File: config.mk
export PLATFORM = sky130hd
export DESIGN_NAME = output_weight_updater
export DESIGN_NICKNAME = d
export VERILOG_FILES = /design/src/rtl/idann_pkg.sv /design/src/rtl/weight_sat_update.sv /design/src/rtl/output_weight_updater.sv
export SDC_FILE = /design/constraint.sdc
export NUM_CORES = 1
export LEC_CHECK = 0
export CAP_MARGIN = 40
export CORE_UTILIZATION = 60
export CTS_CLUSTER_SIZE = 40
export DETAILED_ROUTE_END_ITERATION = 7
export PLACE_DENSITY = 0.9
export REMOVE_ABC_BUFFERS = 1
export SYNTH_ARGS = -nofsm -noshare
export SYNTH_HDL_FRONTEND = slang
export SYNTH_SLANG_ARGS = --single-unit
File: constraint.sdc
create_clock -name clk_i -period 18.3 [get_ports clk_i]
set_input_delay 3.66 -clock clk_i [delete_from_list [all_inputs] [get_ports clk_i]]
set_output_delay 3.66 -clock clk_i [all_outputs]
set_load 0.02 [all_outputs]
File: src/rtl/idann_pkg.sv
// Shared constants, FSM state type and default-weight helper for the idann
// weight-update engines.
package idann_pkg;

    localparam int N_WEIGHTS = 8;
    localparam int W_WIDTH   = 8;
    localparam int HV_WIDTH  = 10;
    localparam int ERR_WIDTH = 12;
    localparam int LR_SHIFT  = 6;
    localparam int IDX_WIDTH = 3;

    typedef enum logic [1:0] {
        IDLE   = 2'd0,
        UPDATE = 2'd1,
        DONE   = 2'd2
    } state_t;

    // Power-up / init weight for slot k is simply k+1.
    function automatic logic [W_WIDTH-1:0] default_weight(input int k);
        return W_WIDTH'(k + 1);
    endfunction

endpackage

File: src/rtl/weight_sat_update.sv
// Single-weight gradient step: w - ((err * h) >>> LR_SHIFT), saturated to the
// signed weight range. Purely combinational so the hidden-layer updater can reuse it.
module weight_sat_update
    import idann_pkg::*;
(
    input  logic [W_WIDTH-1:0]   w,
    input  logic [ERR_WIDTH-1:0] err,
    input  logic [HV_WIDTH-1:0]  h,
    output logic [W_WIDTH-1:0]   w_new,
    output logic                 sat
);

    localparam int P_WIDTH = ERR_WIDTH + HV_WIDTH + 1;
    localparam int N_WIDTH = P_WIDTH + 1;

    localparam logic signed [N_WIDTH-1:0] W_MAX = N_WIDTH'((1 << (W_WIDTH - 1)) - 1);
    localparam logic signed [N_WIDTH-1:0] W_MIN = -N_WIDTH'(1 << (W_WIDTH - 1));

    logic signed [P_WIDTH-1:0] p;
    logic signed [P_WIDTH-1:0] d;
    logic signed [N_WIDTH-1:0] n;

    always_comb begin
        // h is unsigned, so a zero sign bit keeps it non-negative in the signed product.
        p = $signed(err) * $signed({1'b0, h});
        d = p >>> LR_SHIFT;
        n = $signed({{(N_WIDTH-W_WIDTH){w[W_WIDTH-1]}}, w}) - $signed({d[P_WIDTH-1], d});
        sat   = 1'b0;
        w_new = n[W_WIDTH-1:0];
        if (n > W_MAX) begin
            w_new = W_MAX[W_WIDTH-1:0];
            sat   = 1'b1;
        end else if (n < W_MIN) begin
            w_new = W_MIN[W_WIDTH-1:0];
            sat   = 1'b1;
        end
    end

endmodule

File: src/rtl/output_weight_updater.sv
// Serial backprop updater for the hidden-to-output weights: one weight per cycle
// from a snapshot of err/h, then a one-cycle done pulse.
module output_weight_updater
    import idann_pkg::*;
(
    input  logic                          clk_i,
    input  logic                          rst_i,
    input  logic                          init_i,
    input  logic                          start_i,
    input  logic [ERR_WIDTH-1:0]          err_i,
    input  logic [N_WEIGHTS*HV_WIDTH-1:0] h_i,
    output logic [N_WEIGHTS*W_WIDTH-1:0]  weights_o,
    output logic                          busy_o,
    output logic                          done_o,
    output logic                          sat_o,
    output logic [1:0]                    state_o
);

    // Handshake: start_i is a request accepted only on an edge where the engine
    // is IDLE (busy_o low); it is dropped, not queued, while busy_o is high.
    // done_o pulses for exactly one cycle when a pass finishes normally.

    state_t                        state;
    logic [IDX_WIDTH-1:0]          idx;
    logic [W_WIDTH-1:0]            w_q [N_WEIGHTS];
    logic [ERR_WIDTH-1:0]          err_q;
    logic [N_WEIGHTS*HV_WIDTH-1:0] h_q;

    logic [HV_WIDTH-1:0] h_sel;
    logic [W_WIDTH-1:0]  w_sel;
    logic [W_WIDTH-1:0]  w_next;
    logic                sat_next;

    always_comb begin
        h_sel = h_q[idx*HV_WIDTH +: HV_WIDTH];
        w_sel = w_q[idx];
    end

    weight_sat_update u_weight_sat_update (
        .w     (w_sel),
        .err   (err_q),
        .h     (h_sel),
        .w_new (w_next),
        .sat   (sat_next)
    );

    always_ff @(posedge clk_i or negedge rst_i) begin
        if (!rst_i) begin
            state  <= IDLE;
            idx    <= '0;
            err_q  <= '0;
            h_q    <= '0;
            busy_o <= 1'b0;
            done_o <= 1'b0;
            sat_o  <= 1'b0;
            for (int k = 0; k < N_WEIGHTS; k++) w_q[k] <= default_weight(k);
        end else begin
            done_o <= 1'b0;
            if (init_i) begin
                // Abort wins over everything, including a pass about to complete.
                state  <= IDLE;
                idx    <= '0;
                busy_o <= 1'b0;
                sat_o  <= 1'b0;
                for (int k = 0; k < N_WEIGHTS; k++) w_q[k] <= default_weight(k);
            end else begin
                case (state)
                    IDLE: begin
                        if (start_i) begin
                            err_q  <= err_i;
                            h_q    <= h_i;
                            idx    <= '0;
                            state  <= UPDATE;
                            busy_o <= 1'b1;
                        end
                    end
                    UPDATE: begin
                        w_q[idx] <= w_next;
                        if (sat_next) sat_o <= 1'b1;
                        idx <= idx + 1'b1;
                        if (idx == IDX_WIDTH'(N_WEIGHTS - 1)) begin
                            state  <= DONE;
                            done_o <= 1'b1;
                        end
                    end
                    DONE: begin
                        state  <= IDLE;
                        busy_o <= 1'b0;
                    end
                    default: begin
                        state  <= IDLE;
                        busy_o <= 1'b0;
                    end
                endcase
            end
        end
    end

    always_comb begin
        weights_o = '0;
        for (int k = 0; k < N_WEIGHTS; k++) weights_o[k*W_WIDTH +: W_WIDTH] = w_q[k];
        state_o = state;
    end

endmodule
# ---- After elaboration in Yosys (flattened, before gate mapping)
# Cells that the tools add are included.
dict set report word_totals {
  register_bits 164
  output_inout_bits 69
  inputBits 96
  elab_cells 69
}
dict set report classes {
  bitwise 2
  addsub 2
  eq_ne 5
  reduce_logical 10
  mux 28
  shifts 1
  mul 2
  magnitude_cmp 4
}
# op count
set op_table {}
lappend op_table {{2-to-1 mux 64 bit} 2}
lappend op_table {{variable part select 80 x 8 -> 10 bit} 1}
lappend op_table {{bitwise mux 64 bit} 1}
lappend op_table {{2-to-1 mux 8 bit} 5}
lappend op_table {{binary-select mux 8 bit (select 3 bit)} 1}
lappend op_table {{demux 8 bit (select 3 bit)} 1}
lappend op_table {{greater-than comparator 24 x 8 -> 1 bit (second input constant)} 1}
lappend op_table {{< comparator 24 x 8 -> 1 bit (second input constant)} 1}
lappend op_table {{multiplier 12 x 11 -> 23 bit} 1}
lappend op_table {{subtractor 8 x 17 -> 18 bit} 1}
lappend op_table {{2-to-1 mux 1 bit} 10}
lappend op_table {{AND reduction 2 bit} 4}
lappend op_table {{multiplier 3 x 3 -> 6 bit (second input constant)} 1}
lappend op_table {{2-to-1 mux 2 bit} 3}
lappend op_table {{2-to-1 mux 3 bit} 2}
lappend op_table {{inequality test 3 bit (second input constant)} 2}
lappend op_table {{one-hot mux 3 bit (2 select lines)} 1}
lappend op_table {{greater-or-equal comparator 4 bit (second input constant)} 1}
lappend op_table {{< comparator 4 x 1 -> 1 bit (second input constant)} 1}
lappend op_table {{inverter 3 -> 4 bit} 1}
lappend op_table {{one-hot mux 2 bit (2 select lines)} 1}
lappend op_table {{nonzero test 2 bit} 2}
lappend op_table {{adder 3 x 1 -> 3 bit (second input constant)} 1}
lappend op_table {{equality test 3 bit (second input constant)} 1}
lappend op_table {{other kinds (8)} 8}

# ---- Longest topological paths before layout
dict set report logic_depth {
  depth_word 11
  mapped_depth 39
  depth_no_buf 33
}

# ---- Cells and area by module
# From an unflattened synthesis, not the netlist that was laid out.
dict set report unflattened {
  cells_unflattened 1263
  hier_area_um2 13306.5
}
# mod seq_area_each_um2 cells_each instances area_each_um2
set modules_own_cells {}
lappend modules_own_cells {output_weight_updater 4120.2 616 1 7771.2}
lappend modules_own_cells {weight_sat_update 0.0 647 1 5535.3}

# ---- Least setup slack after synthesis
# No wires, ideal clock.
dict set report synth_path {
  path_kind {reg2reg}
  startpoint {register idx[1]}
  endpoint {register w_q, in the netlist weights_o[4]}
  path_stages_with_launch 36
  n_path_buf 4
  t_arrival_ps 9214
  period_less_slack_ps 9308
  setup_time_ps 95
  setup_slack_ps 8992
  required_time_ps 18205
  cell_sequence {dfrtp_1 clkbuf_1 nor2b_1 and2_1 clkbuf_1 clkbuf_1 a22oi_1 nand4_1 clkbuf_1 nand2_1 fa_1 fa_1 inv_1 ha_1 fa_1 inv_1 fa_1 inv_1 ha_1 and2_1 a31o_2 a311o_1 and2_1 a41o_1 a311oi_1 xor2_1 ha_1 and2_1 nand4_1 a211oi_1 nor3_1 or3_1 xor2_1 o41ai_2 nand2_1 a211oi_1}
}
dict set report synth_via {
  elab_chain_cells 11
  word_cells_on_any_way 20
  classes_between {1 x add/sub; 2 x mul; 4 x order compare; 1 x shift; 10 x mux; 1 x bitwise; 1 x reduce/logical}
}
# element line_no
set synth_rtl {}
lappend synth_rtl {{from (decl)} output_weight_updater.sv:24} ;# logic [IDX_WIDTH-1:0] idx;
lappend synth_rtl {{from (signal assigned)} output_weight_updater.sv:80} ;# idx <= idx + 1'b1;
lappend synth_rtl {{parallel branches: the longest is 8 deep, another holds < comparator 24 x 8 -> 1 bit} n/a}
lappend synth_rtl {{bitwise mux 64 bit (*)} output_weight_updater.sv:78} ;# w_q[idx] <= w_next;
lappend synth_rtl {{2-to-1 mux 64 bit (*)} output_weight_updater.sv:67} ;# case (state)
lappend synth_rtl {{2-to-1 mux 64 bit (*)} output_weight_updater.sv:59} ;# if (init_i) begin
lappend synth_rtl {{to (signal, indexed assignment)} output_weight_updater.sv:78}
lappend synth_rtl {{to (decl)} output_weight_updater.sv:25} ;# logic [W_WIDTH-1:0] w_q [N_WEIGHTS];
# Mark *: on every way between the ends. The select of a mux whose other input is x is not followed.
# A chain may end at the register's enable or synchronous reset.

# ---- Worst setup path in the final report
dict set report layout_path {
  startpoint {register idx[1]}
  endpoint {register w_q, in the netlist weights_o[3]}
}
# The elaborated chain is that of the path after synthesis.

==> out/results.txt <==
Clock Latency Late Sink: 0.44 ns
Boundary Pins: 165
largest net degree at the start of global routing: 82
CP arrival: 11.17 ns
antenna cell count: 0
Vias: 10371
GP Congestion: 0.926
first-pass GRT wire length: 56.0 mm
Post-synth ARST share: 100%
grt total ovfl: 0
Die X-Extent: 147 um
Fin. Hold Viols: 0
CP required: 18.64 ns
Finished Layout Cells: 1651
row cnt: 52
Setup WS pre-CTS: 7.74 ns
reg-to-reg endpoint: weights_o[3]$_DFFE_PN0P_
final wirelength: 34.5 mm
Worst path slowest cell: o41ai_2
Worst-path clk slew: 0.08 ns
r2r setup slk: 7.48 ns
synth unique cells: 61
CTS buffer count: 17
core area: 0.0205 mm^2
Least-Margin Pin Slew: 1.04 ns
CTS tree: built
cell area after synthesis: 0.0127 mm^2
Synth Flop Type: dfrtp_1
Via density: 6.28
Setup Viol. Count Final: 0
RSZ-0062 raised after global routing: false
critical path class: reg -> reg
outcome: complete, no violations
largest cells by area after synthesis: dfrtp_1 (30%), fa_1 (18%), mux2_2 (8.4%)
r2r startpoint: idx[1]$_DFFE_PN0P_
drc violations: 0
Post-synth EDFFs: 0
Total GRT Usage: 33.3%
most common cell in the netlist: dfrtp_1
First DRT Iteration DRCs: 1183
sequential-to-total area share from yosys stat: 32.5%
Slew headroom: 30.2%
fin crit share: 59.1%
Total Neg Setup Slack: 0 ns
DP Cell Count: 1619
delay of the slowest critical-path stage: 0.87 ns
fraction of synthesized cell area taken by the top area cell type: 29.8%
R2R cell count: 31
Area growth syn-to-layout: 19.3%
post-route ant nets: 0
H-tree Lvls: 4
WL met2: 16.6 mm
CP most frequent cell: fa_1
Die H: 147 um
cts hold-fix bufs: 0
Clock Skews: 0.0232 ns
setup ws final: 7.48 ns
register area: 0.00412 mm^2
min cycle time layout: 10.82 ns
maximum capacitance violations: 0
dpl hpwl: 25.4 mm
Placed Area: 0.0145 mm^2
multi-input logic area: 0.00779 mm^2
layout cell share with drive strength beyond 1: 11.9%
Synth Instances: 1241
port bufs: 164
area leader, netlist: dfrtp_1
Pre-antenna DRT Iters: 7
Worst Hold Class: reg -> reg
die area: 0.0217 mm^2
maximum clock rate: 0.0924 GHz
clock root cell: clkbuf_16
Hold Crit Depth: 1
post_cts resized: 0
Min-Delay Startpoint: busy_o$_DFFE_PN0P_
most frequent cells after synthesis: dfrtp_1 (151), inv_1 (143), fa_1 (113)
Mean Syn Cell Area: 10.2 um^2
Starting Density: 61.9%
CTS Sinks: 164
M1 WL: 13.0 mm
#FFs+latches synth: 164
crit path launch type: flop
WHS Endpoint: busy_o$_DFFE_PN0P_
max layer used: met4
vias in the first global route: 10846
CP endpoint kind: flop
Final Max Tran Viols: 0
fin area: 0.0151 mm^2
CP max FO: 16
Max clock buf depth: 2
Nets: 1646
Ys Warns: 0
post-CTS setup buffers: 0
wire per inst: 20.9 um
DR WL met3: 3.45 mm
initial antenna violation count: 0
# fillers: 1362
critical path, delay by kind of cell (launching register included):
family / cells / cell delay (ns)
DFF: 1 / 0.70
adders and majority gates: 7 / 3.09
and+or+nand+nor: 11 / 3.42
xor gates and xnor gates: 2 / 0.30
buffers and inverters: 3 / 0.19
AOI/OAI and AO/OA: 8 / 3.01
cell families (layout without fill, tap and decap cells):
| group | Yosys count | count (layout) | synth area share, % |
|---|---|---|---|
| compound gates | 213 | 213 | 12.2 |
| xor+xnor | 34 | 34 | 2.35 |
| fa+ha+maj | 182 | 182 | 24.6 |
| buf+inv | 209 | 349 | 6.24 |
| flops | 164 | 164 | 32.5 |
| mux | 101 | 101 | 9.04 |
| simple gates | 338 | 338 | 13.1 |
layout by cell type, fill, tap and decap left out, types with 4 or more instances in the layout:
master / n
clkdlybuf4s50_1: 162
dfrtp_1: 151
inv_1: 143
fa_1: 113
mux2_2: 95
nor2_1: 94
nand2_1: 81
ha_1: 69
a22oi_1: 63
a211oi_1: 54
and2_1: 47
nor2b_1: 38
a21oi_1: 31
nor3_1: 29
xnor2_1: 24
clkbuf_16: 17
nand4_1: 16
o21ai_0: 13
dfstp_2: 13
a21o_1: 12
xor2_1: 10
buf_4: 9
nand2b_1: 6
or3_1: 6
o22ai_1: 5
inv_8: 5
and4_1: 4
mux2_1: 4
clkinv_8: 4
state kept, by name, indices dropped and copies added (netlist names):
| signal | count |
|---|---|
| sat_o | 1 |
| busy_o | 1 |
| weights_o | 64 |
| idx | 3 |
| h_q | 80 |
| err_q | 12 |
| done_o | 1 |
| state_o | 2 |
layout make-up:
class / instances / area share, %
multi-input cells: 868 / 51.4
flip-flops and latches: 164 / 27.2
repair buffers: 174 / 11.4
inverters: 143 / 3.54
clock buffers: 17 / 2.81
well taps: 270 / 2.23
clock inverters: 15 / 1.34
routing by layer:
metal  vias up  global-route usage, %
met5         -                      0
met4         0                   14.1
met3       141                   7.59
met2       684                   54.5
met1      5070                   42.9
li1       4476                      -
how the worst max path moves through the flow:
stage / from / endpoint / slack [ns]
floorplan: init_i / err_q[0]$_DFFE_PN0P_ / 3.71
global placement: idx[1]$_DFFE_PN0P_ / weights_o[3]$_DFFE_PN0P_ / 8.03
detailed placement: idx[1]$_DFFE_PN0P_ / weights_o[11]$_DFFE_PN0P_ / 7.74
CTS: idx[1]$_DFFE_PN0P_ / weights_o[3]$_DFFE_PN0P_ / 7.63
global route: idx[1]$_DFFE_PN0P_ / weights_o[3]$_DFFE_PN0P_ / 7.00
finish: idx[1]$_DFFE_PN0P_ / weights_o[3]$_DFFE_PN0P_ / 7.48
metrics by stage:
stage | util (%) | hold slack [ns]
global route | 73.9 | 0.501
detailed placement | 70.8 | 0.469
global placement | 70.7 | 0.463
CTS | 73.9 | 0.487
floorplan | - | 0.473
finish | 73.9 | 0.482
Power is left out: the tool's default activity adds up to more than one toggle a clock period on the data nets, which glitch-free logic cannot reach.
